File: src/rtl/i2c_cond_gen.sv
// i2c_cond_gen -- I2C START / repeated-START / STOP condition generator.
//
// Drives open-drain style SDA/SCL enables (1 = release, 0 = pull low) and
// spaces every drive change by a quarter SCL period Q = CLK_FREQ/(4*I2C_FREQ)
// system clocks. Supports slave clock stretching and arbitration-loss detection.
//
// Build option: define I2C_COND_STRETCH_TIMEOUT_EN to abort a clock stretch that
// lasts STRETCH_LIMIT cycles (o_timeout pulse). Without it a stretch waits forever
// and o_timeout is tied low.
//
// Ports:
//   i_clk, i_rst               clock, asynchronous active-high reset
//   i_enable, i_req, i_cmd     enable, request, command (00 START, 01 RESTART, 10 STOP)
//   o_ready                    idle and bus not showing SDA low / SCL high
//   o_done                     one-cycle completion pulse
//   o_arb_lost, o_timeout      one-cycle status pulses, coincident with o_done
//   i_sda, i_scl               sampled bus levels
//   o_sda_drive, o_scl_drive   line drive enables (1 = release, 0 = pull low)
module i2c_cond_gen #(
    parameter int unsigned CLK_FREQ      = 25_000_000,
    parameter int unsigned I2C_FREQ      = 100_000,
    parameter int unsigned STRETCH_LIMIT = 25_000
) (
    input  logic       i_clk,
    input  logic       i_rst,
    input  logic       i_enable,
    input  logic       i_req,
    input  logic [1:0] i_cmd,
    output logic       o_ready,
    output logic       o_done,
    output logic       o_arb_lost,
    output logic       o_timeout,
    input  logic       i_sda,
    input  logic       i_scl,
    output logic       o_sda_drive,
    output logic       o_scl_drive
);

    localparam int unsigned Q  = CLK_FREQ / (4 * I2C_FREQ);
    localparam int unsigned CW = $clog2(Q + 1);
    localparam logic [CW-1:0] Q_LOAD = CW'(Q - 1);

    typedef enum logic [2:0] {
        S_IDLE, S_SDA_HI, S_SCL_HI, S_STRETCH, S_SDA_LO, S_SCL_LO, S_WAIT, S_DONE
    } state_t;

    typedef enum logic [1:0] {
        CMD_START   = 2'b00,
        CMD_RESTART = 2'b01,
        CMD_STOP    = 2'b10
    } cmd_t;

    state_t        state_q, state_d;
    state_t        step_q, step_d;      // last drive step, selects the step after WAIT
    cmd_t          cmd_q, cmd_d;
    logic [CW-1:0] cnt_q, cnt_d;
    logic          sda_q, sda_d;
    logic          scl_q, scl_d;
    logic          arb_q, arb_d;

    logic          enter;
    state_t        enter_st;
    logic          abort;

`ifdef I2C_COND_STRETCH_TIMEOUT_EN
    localparam int unsigned SW = $clog2(STRETCH_LIMIT + 1);
    localparam logic [SW-1:0] STR_END = SW'(STRETCH_LIMIT - 1);
    logic [SW-1:0] str_q, str_d;
    logic          tmo_q, tmo_d;
`endif

    assign o_ready     = (state_q == S_IDLE) && !(!i_sda && i_scl);
    assign o_done      = (state_q == S_DONE);
    assign o_arb_lost  = arb_q;
    assign o_sda_drive = sda_q;
    assign o_scl_drive = scl_q;
`ifdef I2C_COND_STRETCH_TIMEOUT_EN
    assign o_timeout   = tmo_q;
`else
    assign o_timeout   = 1'b0;
`endif

    // The counter is loaded with Q-1 on the edge that changes a drive and keeps
    // counting through the one-cycle drive state, so consecutive drive changes
    // are exactly Q cycles apart. Across SCL_HI/STRETCH it only counts while SCL
    // is seen high, so the SCL-high quarter starts when a stretching slave lets go.
    always_comb begin
        state_d  = state_q;
        step_d   = step_q;
        cmd_d    = cmd_q;
        cnt_d    = cnt_q;
        sda_d    = sda_q;
        scl_d    = scl_q;
        arb_d    = 1'b0;
        enter    = 1'b0;
        enter_st = S_IDLE;
        abort    = 1'b0;
`ifdef I2C_COND_STRETCH_TIMEOUT_EN
        str_d    = '0;
        tmo_d    = 1'b0;
`endif
        case (state_q)
            S_IDLE: begin
                if (i_enable) begin
                    sda_d = i_sda;
                    scl_d = i_scl;
                    if (i_req && o_ready && (i_cmd != 2'b11)) begin
                        enter = 1'b1;
                        if (i_cmd == 2'b10) begin
                            cmd_d    = CMD_STOP;
                            enter_st = S_SDA_LO;
                        end else if ((i_cmd == 2'b00) && i_scl) begin
                            cmd_d    = CMD_START;
                            enter_st = S_SDA_LO;
                        end else begin
                            // START with SCL already low needs the repeated-START shape
                            cmd_d    = CMD_RESTART;
                            enter_st = S_SDA_HI;
                        end
                    end
                end
            end
            S_SDA_HI, S_SDA_LO, S_SCL_LO: begin
                if (cnt_q != '0) cnt_d = cnt_q - 1'b1;
                state_d = S_WAIT;
            end
            S_SCL_HI: begin
                if (i_scl && (cnt_q != '0)) cnt_d = cnt_q - 1'b1;
                state_d = S_STRETCH;
            end
            S_STRETCH: begin
                if (i_scl) begin
                    if (cnt_q != '0) cnt_d = cnt_q - 1'b1;
                    state_d = S_WAIT;
                end
`ifdef I2C_COND_STRETCH_TIMEOUT_EN
                else if (str_q == STR_END) begin
                    abort = 1'b1;
                    tmo_d = 1'b1;
                end else begin
                    str_d = str_q + 1'b1;
                end
`endif
            end
            S_WAIT: begin
                // SDA is only released by us after an SDA_HI step, so this
                // covers exactly the waits that follow SDA_HI.
                if (sda_q && i_scl && !i_sda) begin
                    abort = 1'b1;
                    arb_d = 1'b1;
                end else if (cnt_q == '0) begin
                    case (step_q)
                        S_SDA_HI: begin
                            if (cmd_q == CMD_STOP) begin
                                state_d = S_DONE;
                            end else begin
                                enter    = 1'b1;
                                enter_st = S_SCL_HI;
                            end
                        end
                        S_SCL_HI: begin
                            enter    = 1'b1;
                            enter_st = (cmd_q == CMD_STOP) ? S_SDA_HI : S_SDA_LO;
                        end
                        S_SDA_LO: begin
                            enter    = 1'b1;
                            enter_st = (cmd_q == CMD_STOP) ? S_SCL_HI : S_SCL_LO;
                        end
                        default: state_d = S_DONE;
                    endcase
                end else begin
                    cnt_d = cnt_q - 1'b1;
                end
            end
            S_DONE:  state_d = S_IDLE;
            default: state_d = S_IDLE;
        endcase

        if (abort) begin
            state_d = S_DONE;
            sda_d   = 1'b1;
            scl_d   = 1'b1;
        end

        if (enter) begin
            state_d = enter_st;
            step_d  = enter_st;
            cnt_d   = Q_LOAD;
            case (enter_st)
                S_SDA_HI: sda_d = 1'b1;
                S_SDA_LO: sda_d = 1'b0;
                S_SCL_HI: scl_d = 1'b1;
                S_SCL_LO: scl_d = 1'b0;
                default:  ;
            endcase
        end
    end

    always_ff @(posedge i_clk or posedge i_rst) begin
        if (i_rst) begin
            state_q <= S_IDLE;
            step_q  <= S_IDLE;
            cmd_q   <= CMD_START;
            cnt_q   <= '0;
            sda_q   <= 1'b1;
            scl_q   <= 1'b1;
            arb_q   <= 1'b0;
`ifdef I2C_COND_STRETCH_TIMEOUT_EN
            str_q   <= '0;
            tmo_q   <= 1'b0;
`endif
        end else begin
            state_q <= state_d;
            step_q  <= step_d;
            cmd_q   <= cmd_d;
            cnt_q   <= cnt_d;
            sda_q   <= sda_d;
            scl_q   <= scl_d;
            arb_q   <= arb_d;
`ifdef I2C_COND_STRETCH_TIMEOUT_EN
            str_q   <= str_d;
            tmo_q   <= tmo_d;
`endif
        end
    end

endmodule

File: config.mk
export PLATFORM = sky130hd
export DESIGN_NAME = i2c_cond_gen
export DESIGN_NICKNAME = d
export VERILOG_FILES = /design/src/rtl/i2c_cond_gen.sv
export SDC_FILE = /design/constraint.sdc
export NUM_CORES = 1
export LEC_CHECK = 0
export ABC_AREA = 1
export BUFFER_PORTS_ARGS = -buffer_cell sky130_fd_sc_hd__clkbuf_2
export CORE_MARGIN = 4
export CORE_UTILIZATION = 40
export DETAILED_ROUTE_END_ITERATION = 6
export MAX_ROUTING_LAYER = met4
export SYNTH_ARGS = -nofsm -noshare
export SYNTH_HDL_FRONTEND = slang
export SYNTH_SLANG_ARGS = --single-unit
File: constraint.sdc
create_clock -name i_clk -period 3.92 [get_ports i_clk]
set_clock_uncertainty 0.1 [all_clocks]
set_input_delay 0.392 -clock i_clk [delete_from_list [all_inputs] [get_ports i_clk]]
set_output_delay 0.392 -clock i_clk [all_outputs]
set_load 0.01 [all_outputs]
==> impl_summary.txt <==
----------------------------------------------------
[Global routing]
  Total track usage ... 0.1382
  Largest net degree at the start of global routing ... 18
  Gr ovfl total ... 0
  Initial antenna violation count ... 0
  Wire length of the first global-routing pass ... 4181 um
  Via count of the first global-routing pass ... 1008

[Setup path]
  Required time at the worst-slack endpoint ... 3430 ps
  Critical Path Source Type ... flip-flop
  Critical Path AT ... 1240 ps
  Worst Path Class, Setup ... flip-flop to output port
  Startpoint of the most critical register-to-register path ... cnt_q[0]
  Top fanout value on the critical path ... 7
  Worst Setup End Kind ... output port
  Startpoint of the worst setup timing path ... state_q[1]

[Clock tree]
  Clock Path Buffers ... 2
  Post-CTS clock slew at the launch and capture registers of the worst setup and hold paths ... between 100 and 150 ps
  Buffers inserted by post-CTS timing repair ... 0
  Sinks on the clock net ... 17
  CTS tree ... yes
  Depth of the CTS H-tree ... 1
  Post-cts resize count ... 0
  Buffer type at the clock tree root ... clkbuf_4
  Number of buffers added to fix hold violations after cts ... 0
  Clk_lat worst skew ... 300 ps
  Number of buffers created by CTS ... 3

[Routing]
  Detailed router's first-iteration violation count ... 28
  Via total after detailed routing ... ~1000
  Number of routed nets with antenna violations ... 0
  Number of detailed-routing iterations run before antenna repair ... 4
  Wire length per cell ... roughly 11 um
  Aggregate routed wire length ... 2437 um
  Via-per-instance ratio ... between 4 and 5
  DRC Markers ... 0

[Cells and area]
  Share of post-route cells with drive strength above 1 ... 0.2139
  Net count reported at finish ... between 150 and 200
  Final instance count without filler cells ... 218
  Diode insertion count for antenna repair ... 0
  Area grow syn2layout ... 10.01%
  Filler cells ... 299

[Floorplanning]
  Width of the die ... about 62 um
  Count of standard-cell rows ... 19
  Core Area ... 0.002805 mm2
  Die footprint ... between 0.003 and 0.004 mm2
  Height of the die ... 62.49 um
  Initial Utilization ... 0.4233
  Ports placed on the boundary ... 14

[Pwr]
  Peak supply drop ... 0.4061 mV
  Total power per unit cell area ... 771.4 mW/mm2
  Internal power ... 519.6 uW
  Clock power share ... 0.098
  Switching share of power ... 0.4843
  Net switching power of the design ... around 500 uW
  Leak pwr ... 0.0007355 uW
  Combinational fraction of design power ... 0.567
  Reg power frac ... 0.335

[Yosys]
  Count of unique library cells instantiated by Yosys ... 25
  Register area share after synthesis ... 0.3604
  Fraction of synthesized cell area taken by the top area cell type ... 0.3161
  Cell area after synthesis ... 0.001187 mm2
  Synthesis Warnings ... 0
  Register bit total from synthesis ... 17
  Cell types with the largest area share after synthesis ... dfrtp_1 (32%), nand2_1 (17%), inv_1 (7.3%), nand3_1 (6.7%), dfstp_2 (4.4%)
  Gate count of the mapped netlist ... about 170
  Area leader, netlist ... dfrtp_1
  Syn avg cell area ... around 7 um2
  Post-synthesis net count ... 182

[Placed design]
  Port bufs ... 12
  Placed instance count ... 214
  Pre-CTS worst setup slack ... 2242 ps
  Final HPWL from detailed placement ... approximately 2000 um
  Routability-driven placement congestion ratio ... around 0.78

[STA]
  Maximum clock frequency ... 577.4 MHz
  Final Max Slew Viols ... 0
  Endpoints failing setup ... 0
  Final worst-path setup slack ... 2188 ps
  Post-route fraction of the period consumed by the critical path ... 0.4418
  Worst slew margin relative to its limit ... 0.5581
  Transition time at the pin with the least slew margin ... 662.1 ps
  Total negative setup slack ... 0 ps
  Tmin final ... about 1700 ps
  Post-Route Hold Slack ... roughly 49 ps
  RSZ-0062 raised after global routing ... no
  Total count of hold-check failures in the final report ... 0

[Job]
  Max cap viols ... 0

[Min path]
  Type of the most critical hold path ... input pin to asynchronous set/reset pin

[Status]
  Outcome ... finished clean

----------------------------------------------------
-- critical path: stages (launching register included) --
cell and delay [ps]:
dfrtp_1 470, nor2_2 160, nand3_2 130, inv_1 60, clkbuf_2 120
-- Yosys cell counts --
library cell,n
nor2_2,5
inv_2,4
nand2_1,55
o21ai_1,2
nand3_1,16
nand2_4,1
dfstp_2,2
conb_1,1
nand4_1,3
nor3_4,1
dfrtp_1,15
o21ai_0,8
xor2_1,4
nor2_1,12
buf_4,1
a21oi_2,1
nand2_2,4
ha_1,2
nand3_2,2
or2_2,1
nor3_1,1
inv_1,23
o221ai_1,1
a21oi_1,4
nor2_4,3
-- path summary, 6_finish.rpt --
kind                         endpoint  slack, ps  cells after the start
hold reg to reg              cnt_q[0]        420                      2
min in group i_clk           cmd_q[1]        240                      3
setup reg to reg           state_q[0]       2250                     10
setup / recovery              o_ready       2190                      4
hold / removal              step_q[2]         50                      2
max in group asynchronous  o_arb_lost       3250                      2
-- per-layer routing --
layer  GRT usage  wire length, um
met1      0.1639             1182
met2      0.2264             1126
met3     0.03058               82
met4     0.05785               46
met5           -                0
-- power groups by stage --
stage | Sequential, uW | Clock [uW] | Combinational [uW]
floorplan | 334 | 0 | 463
global placement | 338 | 0 | 565
detailed placement | 342 | 0 | 575
CTS | 337 | 102 | 578
global route | 349 | 111 | 666
finish | 338 | 98.4 | 572
-- registers in the layout (all words and copies together), names as in the netlist --
| register | flops |
|---|---|
| o_sda_drive | 1 |
| state_q | 3 |
| cnt_q | 6 |
| step_q | 3 |
| o_scl_drive | 1 |
| cmd_q | 2 |
| o_arb_lost | 1 |
-- stage by stage --
| stage | total power (uW) | util | area (um2) |
|---|---|---|---|
| after global routing | 1126 | 0.4657 | 1306 |
| after CTS | 1017 | 0.4657 | 1306 |
| final | 1008 | 0.4657 | 1306 |
| after floorplan | 797.8 | - | 1187 |
| after detailed placement | 916.5 | 0.4558 | 1279 |
| after global placement | 902.6 | 0.4558 | 1279 |
-- cell usage in the layout (no fill, tap or decap) --
cell      Yosys  final
a21oi_1       4      4
nand2_4       1      1
nor3_4        1      1
nand2_2       4      4
a21oi_2       1      1
nand3_2       2      2
o221ai_1      1      1
nor2_4        3      3
inv_2         4      4
conb_1        1      1
dfstp_2       2      2
clkbuf_2      0     12
or2_2         1      1
nand3_1      16     16
xor2_1        4      4
nor2_1       12     12
nor3_1        1      1
nand4_1       3      3
clkinv_2      0      1
inv_1        23     23
nand2_1      55     55
clkbuf_4      0      3
nor2_2        5      5
dfrtp_1      15     15
o21ai_0       8      8
o21ai_1       2      2
ha_1          2      2
-- cell families after synthesis --
family          synth area share
xor+xnor                 0.02950
simple gates              0.4204
buf+inv                  0.09167
fa+ha+maj                0.02107
flops                     0.3604
other cells             0.003158
compound gates           0.07377
-- cell type report --
type                    count  area, um2  share of cell area
clock buffers               3      22.52             0.01724
clock inverters             1      5.005            0.003831
inverters                  27      101.3             0.07759
multi-input cells         127      650.6              0.4981
flip-flops and latches     17      427.9              0.3276
well taps                  31      38.79             0.02969
repair buffers             12      60.06             0.04598
Note: power is estimated with default switching activity, not from simulation.
